`src/rtl/bp_be_late_wb_queue.sv`:
```
// In-order late writeback queue between the memory pipe and the int/FP regfile
// late write ports; exports per-register pending masks for the scheduler.
module bp_be_late_wb_queue #(
  parameter int els_p            = 4,
  parameter int dpath_width_p    = 66,
  parameter int reg_addr_width_p = 5
) (
  input  logic                           clk_i,
  input  logic                           reset_n_i,

  input  logic                           in_v_i,
  input  logic                           in_float_i,
  input  logic [reg_addr_width_p-1:0]    in_rd_addr_i,
  input  logic [dpath_width_p-1:0]       in_data_i,
  output logic                           in_yumi_o,

  output logic                           iwb_v_o,
  output logic [reg_addr_width_p-1:0]    iwb_rd_addr_o,
  output logic [dpath_width_p-1:0]       iwb_data_o,
  input  logic                           iwb_yumi_i,

  output logic                           fwb_v_o,
  output logic [reg_addr_width_p-1:0]    fwb_rd_addr_o,
  output logic [dpath_width_p-1:0]       fwb_data_o,
  input  logic                           fwb_yumi_i,

  output logic [2**reg_addr_width_p-1:0] pending_ird_o,
  output logic [2**reg_addr_width_p-1:0] pending_frd_o,
  output logic [$clog2(els_p+1)-1:0]     count_o,
  output logic                           full_o,
  output logic                           empty_o
);

  localparam int ptr_w_lp  = $clog2(els_p);
  localparam int cnt_w_lp  = $clog2(els_p+1);
  localparam int regs_lp   = 2**reg_addr_width_p;

  logic [ptr_w_lp-1:0]         r_rptr;
  logic [ptr_w_lp-1:0]         r_wptr;
  logic [cnt_w_lp-1:0]         r_count;

  logic                        r_float [els_p];
  logic [reg_addr_width_p-1:0] r_rd    [els_p];
  logic [dpath_width_p-1:0]    r_data  [els_p];

  logic                        w_head_float;
  logic [reg_addr_width_p-1:0] w_head_rd;
  logic                        w_head_x0;
  logic                        w_enq;
  logic                        w_deq;
  logic [ptr_w_lp-1:0]         w_offset [els_p];
  logic [regs_lp-1:0]          w_pending_ird;
  logic [regs_lp-1:0]          w_pending_frd;

  assign w_head_float = r_float[r_rptr];
  assign w_head_rd    = r_rd[r_rptr];
  assign w_head_x0    = ~w_head_float & (w_head_rd == '0);

  assign count_o = r_count;
  assign empty_o = (r_count == '0);
  assign full_o  = (r_count == cnt_w_lp'(els_p));

  // Gating with reset keeps the mem pipe from seeing an accept that is being dropped.
  assign w_enq     = in_v_i & ~full_o & reset_n_i;
  assign in_yumi_o = w_enq;

  assign iwb_v_o       = ~empty_o & ~w_head_float & ~w_head_x0;
  assign fwb_v_o       = ~empty_o & w_head_float;
  assign iwb_rd_addr_o = w_head_rd;
  assign fwb_rd_addr_o = w_head_rd;
  assign iwb_data_o    = r_data[r_rptr];
  assign fwb_data_o    = r_data[r_rptr];

  // x0 writes have no architectural effect, so they drain on their own.
  assign w_deq = (iwb_v_o & iwb_yumi_i) | (fwb_v_o & fwb_yumi_i) | (~empty_o & w_head_x0);

  always_ff @(posedge clk_i or negedge reset_n_i) begin
    if (!reset_n_i) begin
      r_rptr  <= '0;
      r_wptr  <= '0;
      r_count <= '0;
    end else begin
      if (w_enq) r_wptr <= r_wptr + ptr_w_lp'(1);
      if (w_deq) r_rptr <= r_rptr + ptr_w_lp'(1);
      if (w_enq && !w_deq)      r_count <= r_count + cnt_w_lp'(1);
      else if (!w_enq && w_deq) r_count <= r_count - cnt_w_lp'(1);
    end
  end

  always_ff @(posedge clk_i) begin
    if (w_enq) begin
      r_float[r_wptr] <= in_float_i;
      r_rd[r_wptr]    <= in_rd_addr_i;
      r_data[r_wptr]  <= in_data_i;
    end
  end

  // An entry is live when its distance from the read pointer is below the occupancy.
  always_comb begin
    w_pending_ird = '0;
    w_pending_frd = '0;
    for (int i = 0; i < els_p; i++) begin
      w_offset[i] = ptr_w_lp'(i) - r_rptr;
      if (cnt_w_lp'(w_offset[i]) < r_count) begin
        if (r_float[i])
          w_pending_frd[r_rd[i]] = 1'b1;
        else if (r_rd[i] != '0)
          w_pending_ird[r_rd[i]] = 1'b1;
      end
    end
  end

  assign pending_ird_o = w_pending_ird;
  assign pending_frd_o = w_pending_frd;

  yumiWithoutValid: assert property (@(posedge clk_i) disable iff (!reset_n_i)
    !((iwb_yumi_i & ~empty_o & ~iwb_v_o) | (fwb_yumi_i & ~empty_o & ~fwb_v_o)));

endmodule

```
`config.mk`:
```
export PLATFORM = sky130hd
export DESIGN_NAME = bp_be_late_wb_queue
export DESIGN_NICKNAME = d
export VERILOG_FILES = /design/src/rtl/bp_be_late_wb_queue.sv
export SDC_FILE = /design/constraint.sdc
export NUM_CORES = 1
export LEC_CHECK = 0
export BUFFER_PORTS_ARGS = -buffer_cell sky130_fd_sc_hd__buf_2
export CAP_MARGIN = 20
export CORE_ASPECT_RATIO = 1.5
export CORE_UTILIZATION = 55
export CTS_CLUSTER_DIAMETER = 200
export CTS_CLUSTER_SIZE = 20
export DETAILED_ROUTE_END_ITERATION = 10
export PLACE_DENSITY_LB_ADDON = 0.05
export RECOVER_POWER = 100
export SETUP_SLACK_MARGIN = 0.15
export SYNTH_ARGS = -nofsm -noshare
export SYNTH_HDL_FRONTEND = slang
export SYNTH_SLANG_ARGS = --single-unit
export TNS_END_PERCENT = 100
```
`constraint.sdc`:
```
create_clock -name clk_i -period 4.35 [get_ports clk_i]
set_clock_uncertainty 0.05 [all_clocks]
set_input_delay 0 -clock clk_i [delete_from_list [all_inputs] [get_ports clk_i]]
set_output_delay 0 -clock clk_i [all_outputs]
set_load 0.02 [all_outputs]
```
After elaboration in Yosys (flattened, before gate mapping)
Memory sizes are Yosys's and may differ from the RTL's.
Cells that the tools add are included.

storage, ports and cells
  memories = 3
  register bits = 7
  output and inout port bits = 214
  input port bits = 77
  word-level logic and storage cells = 95
  bits in writable memories = 288

cells by class
  $lt $le $gt $ge = 12
  eq/ne operators = 1
  reduce and logical (&&, ||, !) cells = 15
  mux-type cells = 32
  add/sub/neg operators = 8
  bitwise operators = 21

memory list
  memory   depth  width  read ports  clocked after Yosys merged registers in  write ports  RTL line  RTL
  r_data   4      66     1           0                                        1            44        logic [dpath_width_p-1:0] r_data [els_p];
  r_rd     4      5      5           0                                        1            43        logic [reg_addr_width_p-1:0] r_rd [els_p];
  r_float  4      1      5           0                                        1            42        logic r_float [els_p];

operators by type and width
  operator                                                           number
  2-to-1 mux 32 bit                                                  20
  bitwise OR 32 bit                                                  6
  less-than comparator 5 x 6 -> 1 bit, second input constant         4
  demux 1 bit (select 5 bit)                                         4
  greater-or-equal comparator 5 x 1 -> 1 bit, second input constant  4
  nonzero test 5 bit                                                 4
  less-than comparator 2 x 3 -> 1 bit                                4
  bitwise AND 1 bit                                                  9
  logical AND 1 bit                                                  6
  2-to-1 mux 1 bit                                                   6
  2-to-1 mux 3 bit                                                   2
  zero test 5 bit                                                    1
  adder 2 x 1 -> 2 bit, second input constant                        2
  NOT 1 bit                                                          4
  subtractor 1 x 2 -> 2 bit, first input constant                    2
  subtractor 2 bit, first input constant                             2
  adder 3 x 1 -> 3 bit, second input constant                        1
  equality test 3 bit, second input constant                         1
  zero test 3 bit                                                    1
  subtractor 3 x 1 -> 3 bit, second input constant                   1
  zero test 1 bit                                                    2
  bitwise OR 1 bit                                                   2
  nonzero test 2 bit                                                 1

Logic depth before layout (Yosys ltp)
Gate-level depths: netlist of run 1.

  word-level depth = 19
  mapped depth = 12
  mapped depth without buffers = 10

Least setup slack after synthesis of run 1
Ideal clock, no wire load.

  path type = reg-to-reg
  from = register r_count[2] (netlist: count_o[2])
  to = memory r_data[0][0], enable pin
  buffers on the path = 2
  slack = 0.419 ns
  stages on the path, launching flop included = 6
  setup time = 0.438 ns
  arrival = 3.443 ns
  required time = 3.862 ns
  cell sequence = dfrtp_1 clkbuf_1 clkbuf_1 nor3b_1 nor2_1 and2_1

between the ends
  cells in the longest elaborated chain, start to end = 6

ends and longest elaborated chain
  element                                 RTL line  RTL
  start: declaration                      40        logic [cnt_w_lp-1:0] r_count;
  start signal: assignment                85        if (w_enq && !w_deq) r_count <= r_count + cnt_w_lp'(1);
  start signal: assignment                86        else if (!w_enq && w_deq) r_count <= r_count - cnt_w_lp'(1);
  equality test 3 bit                     61        assign full_o = (r_count == cnt_w_lp'(els_p));
  via full_o                              30        output logic full_o,
  NOT 1 bit                               64        assign w_enq = in_v_i & ~full_o & reset_n_i;
  bitwise AND 1 bit (2 in series)         64
  via in_yumi_o                           15        output logic in_yumi_o,
  2-to-1 mux 1 bit                        91        if (w_enq) begin
  2-to-1 mux 1 bit (implied by the code)  94        r_data[r_wptr] <= in_data_i;
  end: declaration                        44

The timed path passes the listed nets, and every way through them passes these cells.

Final worst setup path of run 1
  from = register r_rptr[1]
  to = output pending_frd_o[1]

between the ends
  cells in the longest elaborated chain, start to end = 12
  elaborated cells between the ends (all ways) = 18

ends and longest elaborated chain
  element                              RTL line  RTL
  start: declaration                   38        logic [ptr_w_lp-1:0] r_rptr;
  start signal: assignment             84        if (w_deq) r_rptr <= r_rptr + ptr_w_lp'(1);
  subtractor 1 x 2 -> 2 bit            103       w_offset[i] = ptr_w_lp'(i) - r_rptr;
  less-than comparator 2 x 3 -> 1 bit  104       if (cnt_w_lp'(w_offset[i]) < r_count) begin
  2-to-1 mux 32 bit                    104
  bitwise OR 32 bit (no line)          --
  2-to-1 mux 32 bit                    105       if (r_float[i])
  2-to-1 mux 32 bit                    104
  bitwise OR 32 bit (no line)          --
  2-to-1 mux 32 bit                    105
  2-to-1 mux 32 bit                    104
  bitwise OR 32 bit (no line)          --
  2-to-1 mux 32 bit                    105
  2-to-1 mux 32 bit (*)                104
  end: declaration                     28        output logic [2**reg_addr_width_p-1:0] pending_frd_o,

Mark *: on every way between the ends. The rest lies on a longest branch, timed or not.

==> summary by stage, run 1 <==
Finish
From synthesis to final layout, the design area changed by 16.71%. The share of post-route cells with drive strength above 1 is 0.1381. The final cell count without fillers is 1421. In the final design database the tool counted 1177 nets.

Setup path
The critical path goes through xnor2_1 > ha_1 > a21oi_1 > o21ai_0 > nor3b_1 > a221o_1 > clkbuf_1. Along the worst path, the maximum fanout reaches 30. The largest single stage delay on the critical path is 0.93 ns. The worst register-to-register path has a setup slack of 0.60 ns. Grouping stages by cell kind, the critical path spends the most delay in compound AO/OA/AOI/OAI gates. STA classifies the critical path startpoint as a flop. STA puts the critical path data required time at 4.30 ns. The worst setup path is of the flop to output port kind. Together, buffers and inverters on the worst path number 1.

The startpoint identified for the worst register-to-register timing path is count_o[0]. For the worst setup path, the data arrival time is 3.98 ns. The slowest stage cell on the critical path is sky130_fd_sc_hd__nor3b_1. The critical register-to-register path endpoint is r_data[0][42]. The cell depth of the worst flop-to-flop path is 4. STA classifies the critical path endpoint as an output port.

Clock tree
The total clock buffers created by CTS is 18. Clock-pin slew was measured on the worst setup and hold paths at 0.08 ns. In this run the clock root is driven by a sky130_fd_sc_hd__clkbuf_16. The insertion delay to the later sink of the worst-skew pair is 0.50 ns. The number of gates resized after CTS was 0. The longest clock path from root to sink contains 3 buffers. Clock tree synthesis found a total of 295 sinks. TritonCTS built the clock tree. The H-tree depth reported by CTS is 1.

Global route
Entering global routing, the biggest net connects 73 pins. Global routing finished with a remaining overflow of 0. For this run, the total global-route usage over all layers was measured as 0.2860. The number of global-route vias before repair is about 8700. The initial antenna violation count is 1. The first-pass GRT wire length is about 52000 microns.

STA
The aggregate negative setup slack is 0 ns. The number of failing hold endpoints at the final stage is 0. Setup violations remaining at the end of the flow were counted as 0. For the pin with the worst max-slew slack, the measured transition is 2.146 ns. The fmax is 248.2 MHz. Setup repair after global routing left no endpoint under its margin. The number of pins with negative max-slew slack in the final report is between 150 and 200. The worst-case setup margin in the final layout is 0.3217 ns. The routed design could run at a clock period as short as 4.028 ns. Of the available clock period, the critical path in the final layout requires 0.9260. The worst hold slack after final layout is roughly 0.24 ns. The worst pin sits at a relative slew slack of -0.4307.

Placement
The total of buffers placed on input and output ports is approximately 290. After legalization and detailed placement, the total HPWL measured 23560 microns. The placed instance count is 1311. The worst slack at placement is 1.077 ns.

At the end of routability-driven placement, the weighted congestion stood at 1.075.

Floorplanning
The y dimension of the die is 193.4 microns. For this configuration, the core starts out at a cell density of 0.5639. In this run the standard cell core region covers ~24000 sq um. The floorplan has 69 rows.

The top-level I/O count is 291. The overall die area is 25070 sq um. In this run the horizontal extent of the chip is 129.6 microns.

Logic synthesis
The share of synthesized area in the top cell type comes to 0.6436. The number of enable flip-flop cells after synthesis is roughly 290. The post-synthesis share of cell area spent on full adders, half adders and majority gates is 0.009871. The area fraction in compound gates after synthesis is 0.08697. When the netlist entered floorplanning its net count stood at 884. For this run, the register share of the synthesized area comes to 0.6567. Sorting the synthesized cells by area gives the leading types as sky130_fd_sc_hd__edfxtp_1 (64%), sky130_fd_sc_hd__mux4_2 (12%), sky130_fd_sc_hd__buf_4 (4.0%). The flip-flop cell with the highest count after synthesis is sky130_fd_sc_hd__edfxtp_1. After synthesis, the most frequently instantiated cells are sky130_fd_sc_hd__edfxtp_1 (288), sky130_fd_sc_hd__buf_4 (72), sky130_fd_sc_hd__mux4_2 (72), sky130_fd_sc_hd__o22ai_1 (50), sky130_fd_sc_hd__a221o_1 (47). The multiplexer share of the synthesized area is 0.1223.

The most numerous cell in the Yosys netlist is sky130_fd_sc_hd__edfxtp_1. The xor and xnor area share after synthesis is 0.004563. The count of warnings emitted by yosys is 0. The cell type with the largest total area after synthesis is sky130_fd_sc_hd__edfxtp_1. The distinct cell type count after synthesis is 53. The post-synthesis async set-or-reset flop share is 0.02373. Of the total synthesized cell area, the portion taken by AND, OR, NAND and NOR gates is 0.06351. The post-synthesis sequential element count is 295. The combinational family with the most area after synthesis is multiplexers. The mapped netlist covers 13440 sq um. The cell count after synthesis came out at 797.

The average cell area after synthesis is 16.86 sq um.

Power and ir drop
The worst supply voltage drop on vdd is a little under 600 uV. The analysis attributes to cell leakage a power of 5.023 nW. The power per cell area is roughly 600 nW/um^2. Total power for the finished layout comes to approximately 9.5 mW.

Drt
The via count is 8871. Dividing the detail-routed wire length by the instance count gives 25.08 microns. The detail route stage leaves a number of antenna-violating nets equal to 0. The first TritonRoute pass finished after 5 iterations. The initial DRC count is 787.

The routed via count divided by cell count is approximately 6.2. The total length of routed wires is 35640 microns. After detailed routing, the number of remaining DRC violations is 0.

Outcome
The flow ran to the end, but the final reports show violations. The final reports fail on capacitance limit, slew limit.

Hold path
The path class of the tightest hold or removal check is primary input to flop. The startpoint of the lowest-slack hold path is in_data_i[49]. The number of instances on the worst hold path is 2. The path with the worst hold slack has its endpoint at r_data[1][49].

Job
The number of maximum-capacitance constraint violations is 4.
==> report_power, final <==
| group | internal, mW | leakage, nW | switching [mW] | total [mW] |
|---|---|---|---|---|
| clock | 0.818 | 0.247 | 0.838 | 1.66 |
| sequential | 3.47 | 2.69 | 0.244 | 3.72 |
| combinational | 1.37 | 2.08 | 2.77 | 4.14 |
==> metal layers <==
metal | vias up | global-route usage | part of all wire
met5 | - | 0 | 0
met4 | 0 | 0.1417 | 0.048
met3 | 123 | 0.05642 | 0.084
met2 | 513 | 0.4702 | 0.50
met1 | 4404 | 0.3603 | 0.36
li1 | 3831 | - | -
==> cells by family after synthesis <==
| group | after synthesis |
|---|---|
| and+or+nand+nor | 141 |
| AOI/OAI and AO/OA | 147 |
| xor gates and xnor gates | 7 |
| DFF | 295 |
| buffers and inverters | 122 |
| adders and majority gates | 10 |
| other | 1 |
| muxes | 74 |
==> per-stage QoR <==
step,area [sq um],utilization
5_1_grt,15680,0.6582
2_1_floorplan,13440,-
4_1_cts,16060,0.6740
3_3_place_gp,14770,0.6197
3_5_place_dp,14770,0.6197
6_report,15680,0.6582
==> cell type report <==
class | instances | area (sq um)
fillers | 1868 | 8145
clock buffers | 30 | 516.7
repair buffers | 385 | 2032
diodes | 1 | 2.502
well taps | 319 | 399.1
flip-flops and latches | 295 | 8831
clock inverters | 1 | 7.507
multi-input cells | 380 | 3856
inverters | 10 | 37.54
==> worst max-delay path by stage <==
stage	from	end	slack, ns	cells after the start
finish	r_rptr[1]	pending_frd_o[1]	0.32	7
global route	r_rptr[0]	fwb_data_o[59]	0.21	4
floorplan	count_o[2]	r_data[0][0]	0.42	5
CTS	r_rptr[1]	pending_frd_o[28]	0.71	7
global placement	r_rptr[0]	count_o[1]	1.11	8
detailed placement	r_rptr[0]	count_o[1]	1.08	8
==> layout by cell type, fill, tap and decap left out, types with 9 or more instances in the layout <==
cell                            synthesis  routed
sky130_fd_sc_hd__edfxtp_1             288     288
sky130_fd_sc_hd__clkbuf_1              29     279
sky130_fd_sc_hd__dlygate4sd3_1          0      77
sky130_fd_sc_hd__mux4_2                72      72
sky130_fd_sc_hd__o22ai_1               50      50
sky130_fd_sc_hd__a221o_1               47      47
sky130_fd_sc_hd__nor2_1                30      30
sky130_fd_sc_hd__buf_2                  6      24
sky130_fd_sc_hd__clkbuf_16              0      19
sky130_fd_sc_hd__nand2_1               14      14
sky130_fd_sc_hd__nand3b_1              12      12
sky130_fd_sc_hd__inv_1                 10      10
sky130_fd_sc_hd__nand3_1               10      10
sky130_fd_sc_hd__nor3b_1                8      10
sky130_fd_sc_hd__and2_1                11      10
sky130_fd_sc_hd__buf_4                 72      10
sky130_fd_sc_hd__and3b_1                9       9
sky130_fd_sc_hd__o221ai_1               9       9
sky130_fd_sc_hd__ha_1                   9       9
==> sequential cells by signal (all words and copies together), names as in the netlist <==
name,count
count_o,3
r_data,264
r_float,4
r_rd,20
r_wptr,2
r_rptr,2
==> repair_timing <==
item / in CTS / in global routing
hold buffers: 77 / 0
endpoints found under the hold margin: 299 / 0
buffers inserted: 0 / 0
(Power assumes the default switching activity.)
==> run 2: changes to the inputs <==
--- a/config.mk
+++ b/config.mk
@@ -5,9 +5,10 @@
 export SDC_FILE = /design/constraint.sdc
 export NUM_CORES = 1
 export LEC_CHECK = 0
-export BUFFER_PORTS_ARGS = -buffer_cell sky130_fd_sc_hd__buf_2
+export BUFFER_PORTS_ARGS = -buffer_cell sky130_fd_sc_hd__clkbuf_2
 export CAP_MARGIN = 20
 export CORE_ASPECT_RATIO = 1.5
+export CORE_MARGIN = 4
 export CORE_UTILIZATION = 55
 export CTS_CLUSTER_DIAMETER = 200
 export CTS_CLUSTER_SIZE = 20
==> run 2 against run 1 <==
Effect of this change: the flow still finishes with violations (capacitance limit, slew limit); clock power shrank 2%; routed wire length shrank 3.8%; core utilization shrank 0.58 points; hold slack gained 0.0067 ns; final area shrank 0.52%; sequential share of layout area grew 0.27 points; count of clock-buffer cells in the layout shrank 5; critical endpoint is now pending_ird_o[8].
==> summary by stage, run 2 (synthesized netlist as in run 1, its figures left out) <==
Finish
The register with the most flip-flops in the final layout is r_data. In the final layout, the registers with the most flip-flops are r_data (264), r_rd (20), r_float (4). The top cell types in the final layout, fill and taps aside, are sky130_fd_sc_hd__edfxtp_1 (288), sky130_fd_sc_hd__clkbuf_1 (284), sky130_fd_sc_hd__dlygate4sd3_1 (77). The area overhead of the layout relative to synthesis is 16.11%. The flip-flop count of the largest register after layout is 264 (unchanged). The number of filler cells placed in the layout is 1887 (+1.0%). The number of nets in the final layout is 1166 (-0.93%). Leaving out fill and tap cells, the most frequent cell in the layout is sky130_fd_sc_hd__edfxtp_1. The number of diodes is 0 (-1).

The final design instance area without fill is 15600 sq um (-0.52%). The final standard cell utilization of the core is 0.6524 (-0.005777). The share of post-route cells with drive strength above 1 came to 0.1189 (-0.01916).

Outcome
The final reports fail on capacitance limit, slew limit. The flow ran to the end, but the final reports show violations.

Setup path
The launching point of the worst reg2reg path is count_o[2]. The worst endpoint required time was 4.30 ns (about the same). The critical-path maximum fanout is 36 (+20%). STA classifies the critical path endpoint as an output port. The worst setup path is launched from a flop. The worst setup path is of the flop to output port kind. The signal arrival time at the worst endpoint is 3.87 ns (-0.11 ns). The endpoint identified for the worst register-to-register timing path is r_data[2][19]. The setup slack of the worst register-to-register path is 0.62 ns (+0.02 ns).

The cell depth of the worst flop-to-flop path was 4 (unchanged).

Clock tree
The insertion delay to the later sink of the worst-skew pair is 0.49 ns (about the same). In this run the clock root is driven by a sky130_fd_sc_hd__clkbuf_16. The maximum number of buffers from clock root to sink is 3 (unchanged). The total clock buffers created by CTS is 18 (unchanged). The number of clock sinks is 295 (unchanged). The buffers inserted during post-CTS setup optimization is 0 (unchanged). The H-tree depth reported by CTS is 1 (unchanged). The clock transition time at the flip-flop clock pins of the worst setup and hold paths was 0.09 ns (about the same). TritonCTS built the clock tree.

Drt
The routed length on met3 is 2111 microns (-29%). The via count is 8628 (-2.7%). The routed via count divided by cell count was 6.145 (-1.6%). The total length of routed wires is 34280 microns (-3.8%).

The first-pass detailed-route iteration total was 7 (+2). The number of remaining DRC errors is 0 (unchanged). The final antenna-violating net count is 0 (unchanged). The initial DRC count is 776 (-1.4%).

The total met2 wirelength after detailed routing is 18340 microns (+2.2%). The average routed wire per standard cell is 24.42 microns (-2.6%). The highest layer used for signal routing is met4. The wire length on met1 was 12530 microns (-3.5%).

STA
The actual transition at the worst max-transition pin is 2.218 ns (+0.07242 ns). The number of pins with negative max-slew slack in the final report came to 213 (+15%). The worst hold slack after final layout was 0.2514 ns (+0.006660 ns). The aggregate negative setup slack is 0 ns (unchanged). Setup repair after global routing left no endpoint under its margin.

The number of failing hold endpoints at the final stage was 0 (unchanged). The worst max-slew margin expressed relative to the limit was -0.4789 (-0.04828). The worst-case setup margin in the final layout is 0.4347 ns (+0.1130 ns). The fmax came to 255.4 MHz (+2.9%). The post-route fraction of the period consumed by the critical path is 0.9001 (-0.02597). The setup-violating endpoint count in the final report is 0 (unchanged). The minimum clock period is 3.915 ns (-0.1130 ns).

Placement
The worst slack at placement is 0.8873 ns (-0.1895 ns). The total of buffers placed on input and output ports was 289 (unchanged). The area of placed instances is 14700 sq um (-0.47%). The final weighted congestion in routability-driven placement is 0.9886 (-8.1%).

The placed wire-length estimate after detailed placement is 24060 microns (+2.1%).

Hold path
The worst hold path begins at in_data_i[51]. The path with the worst hold slack has its endpoint at r_data[2][51]. The number of instances on the worst hold path is 2 (unchanged). The worst hold path class is primary input to flop.

Global route
The pin count of the biggest net entering global routing is 68 (-6.8%). The first-pass GRT wire length is 51380 microns (-2.1%). The initial antenna violation count is 0 (-1).

The global-route usage over all layers is 0.2492 (-0.03679). The remaining global-route overflow is 0 (unchanged). The number of global-route vias before repair was 8846 (+1.9%).

Floorplanning
The effective utilization at floorplan is 0.5619 (-0.002036). The total core area came to 23910 sq um (+0.36%). The standard-cell row count was 69 (unchanged). The die width was 135.6 microns (+4.6%). The y dimension of the die was 199.4 microns (+3.1%). The top-level I/O count was 291 (unchanged).

The overall die area came to 27050 sq um (+7.9%).

Power and ir drop
The reported leakage power is 4.937 nW (-1.7%). The power per cell area is 606.1 nW/um^2 (about the same). The worst supply voltage drop on vdd is 426.7 uV (-27%).

Job
The number of maximum-capacitance constraint violations was 5 (+1).
[run 2: routing by layer]
layer | track usage | vias up
met1 | 0.3037 | 4274
met2 | 0.4537 | 454
li1 | - | 3801
met4 | 0.09339 | 0
met3 | 0.03199 | 99
met5 | 0 | -
[run 2: cell type report]
class,instances,area [sq um],share of cell area
clock inverter,1,7.507,0.0004812
sequential,295,8827,0.5658
inverter,10,37.54,0.002406
timing repair buffer,374,1977,0.1267
clock buffer,25,498.0,0.03192
multi-input combinational,380,3855,0.2471
tap,319,399.1,0.02558
[run 2: worst max-delay path by stage]
stage / startpoint / to / slack, ns / cells after the start
finish: r_rptr[0] / pending_ird_o[8] / 0.43 / 7
global route: r_rptr[0] / pending_ird_o[18] / 0.21 / 7
CTS: r_rptr[0] / pending_ird_o[17] / 0.66 / 8
detailed placement: r_rptr[0] / count_o[1] / 0.89 / 8
global placement: r_rptr[0] / count_o[1] / 0.94 / 8
floorplan: count_o[2] / r_data[0][0] / 0.42 / 5
[run 2: critical path, cell delays in order (launching register included)]
cell,delay [ns]
sky130_fd_sc_hd__dfrtp_4,0.85
sky130_fd_sc_hd__xnor2_1,0.20
sky130_fd_sc_hd__ha_1,0.31
sky130_fd_sc_hd__a21oi_1,0.42
sky130_fd_sc_hd__o21ai_0,0.44
sky130_fd_sc_hd__nor3_1,0.59
sky130_fd_sc_hd__a221o_1,0.29
sky130_fd_sc_hd__clkbuf_1,0.26
[run 2: repair_timing]
action | 4_1_cts | 5_1_grt
hold buffers | 77 | 0
endpoints found under the hold margin | 299 | 0
gates resized for setup | 0 | 0
[run 2: through the flow]
step	instances	power (mW)
2_1_floorplan	797	7.143
3_3_place_gp	1301	8.073
3_5_place_dp	1301	8.088
4_1_cts	1404	9.756
5_1_grt	1404	9.950
6_report	1404	9.456
[run 2: power breakdown]
group	leakage, nW	internal [mW]	switching (mW)	total, mW
combinational	2.00	1.37	2.75	4.12
clock	0.241	0.800	0.820	1.62
sequential	2.69	3.46	0.258	3.72
total	4.94	5.63	3.82	9.46
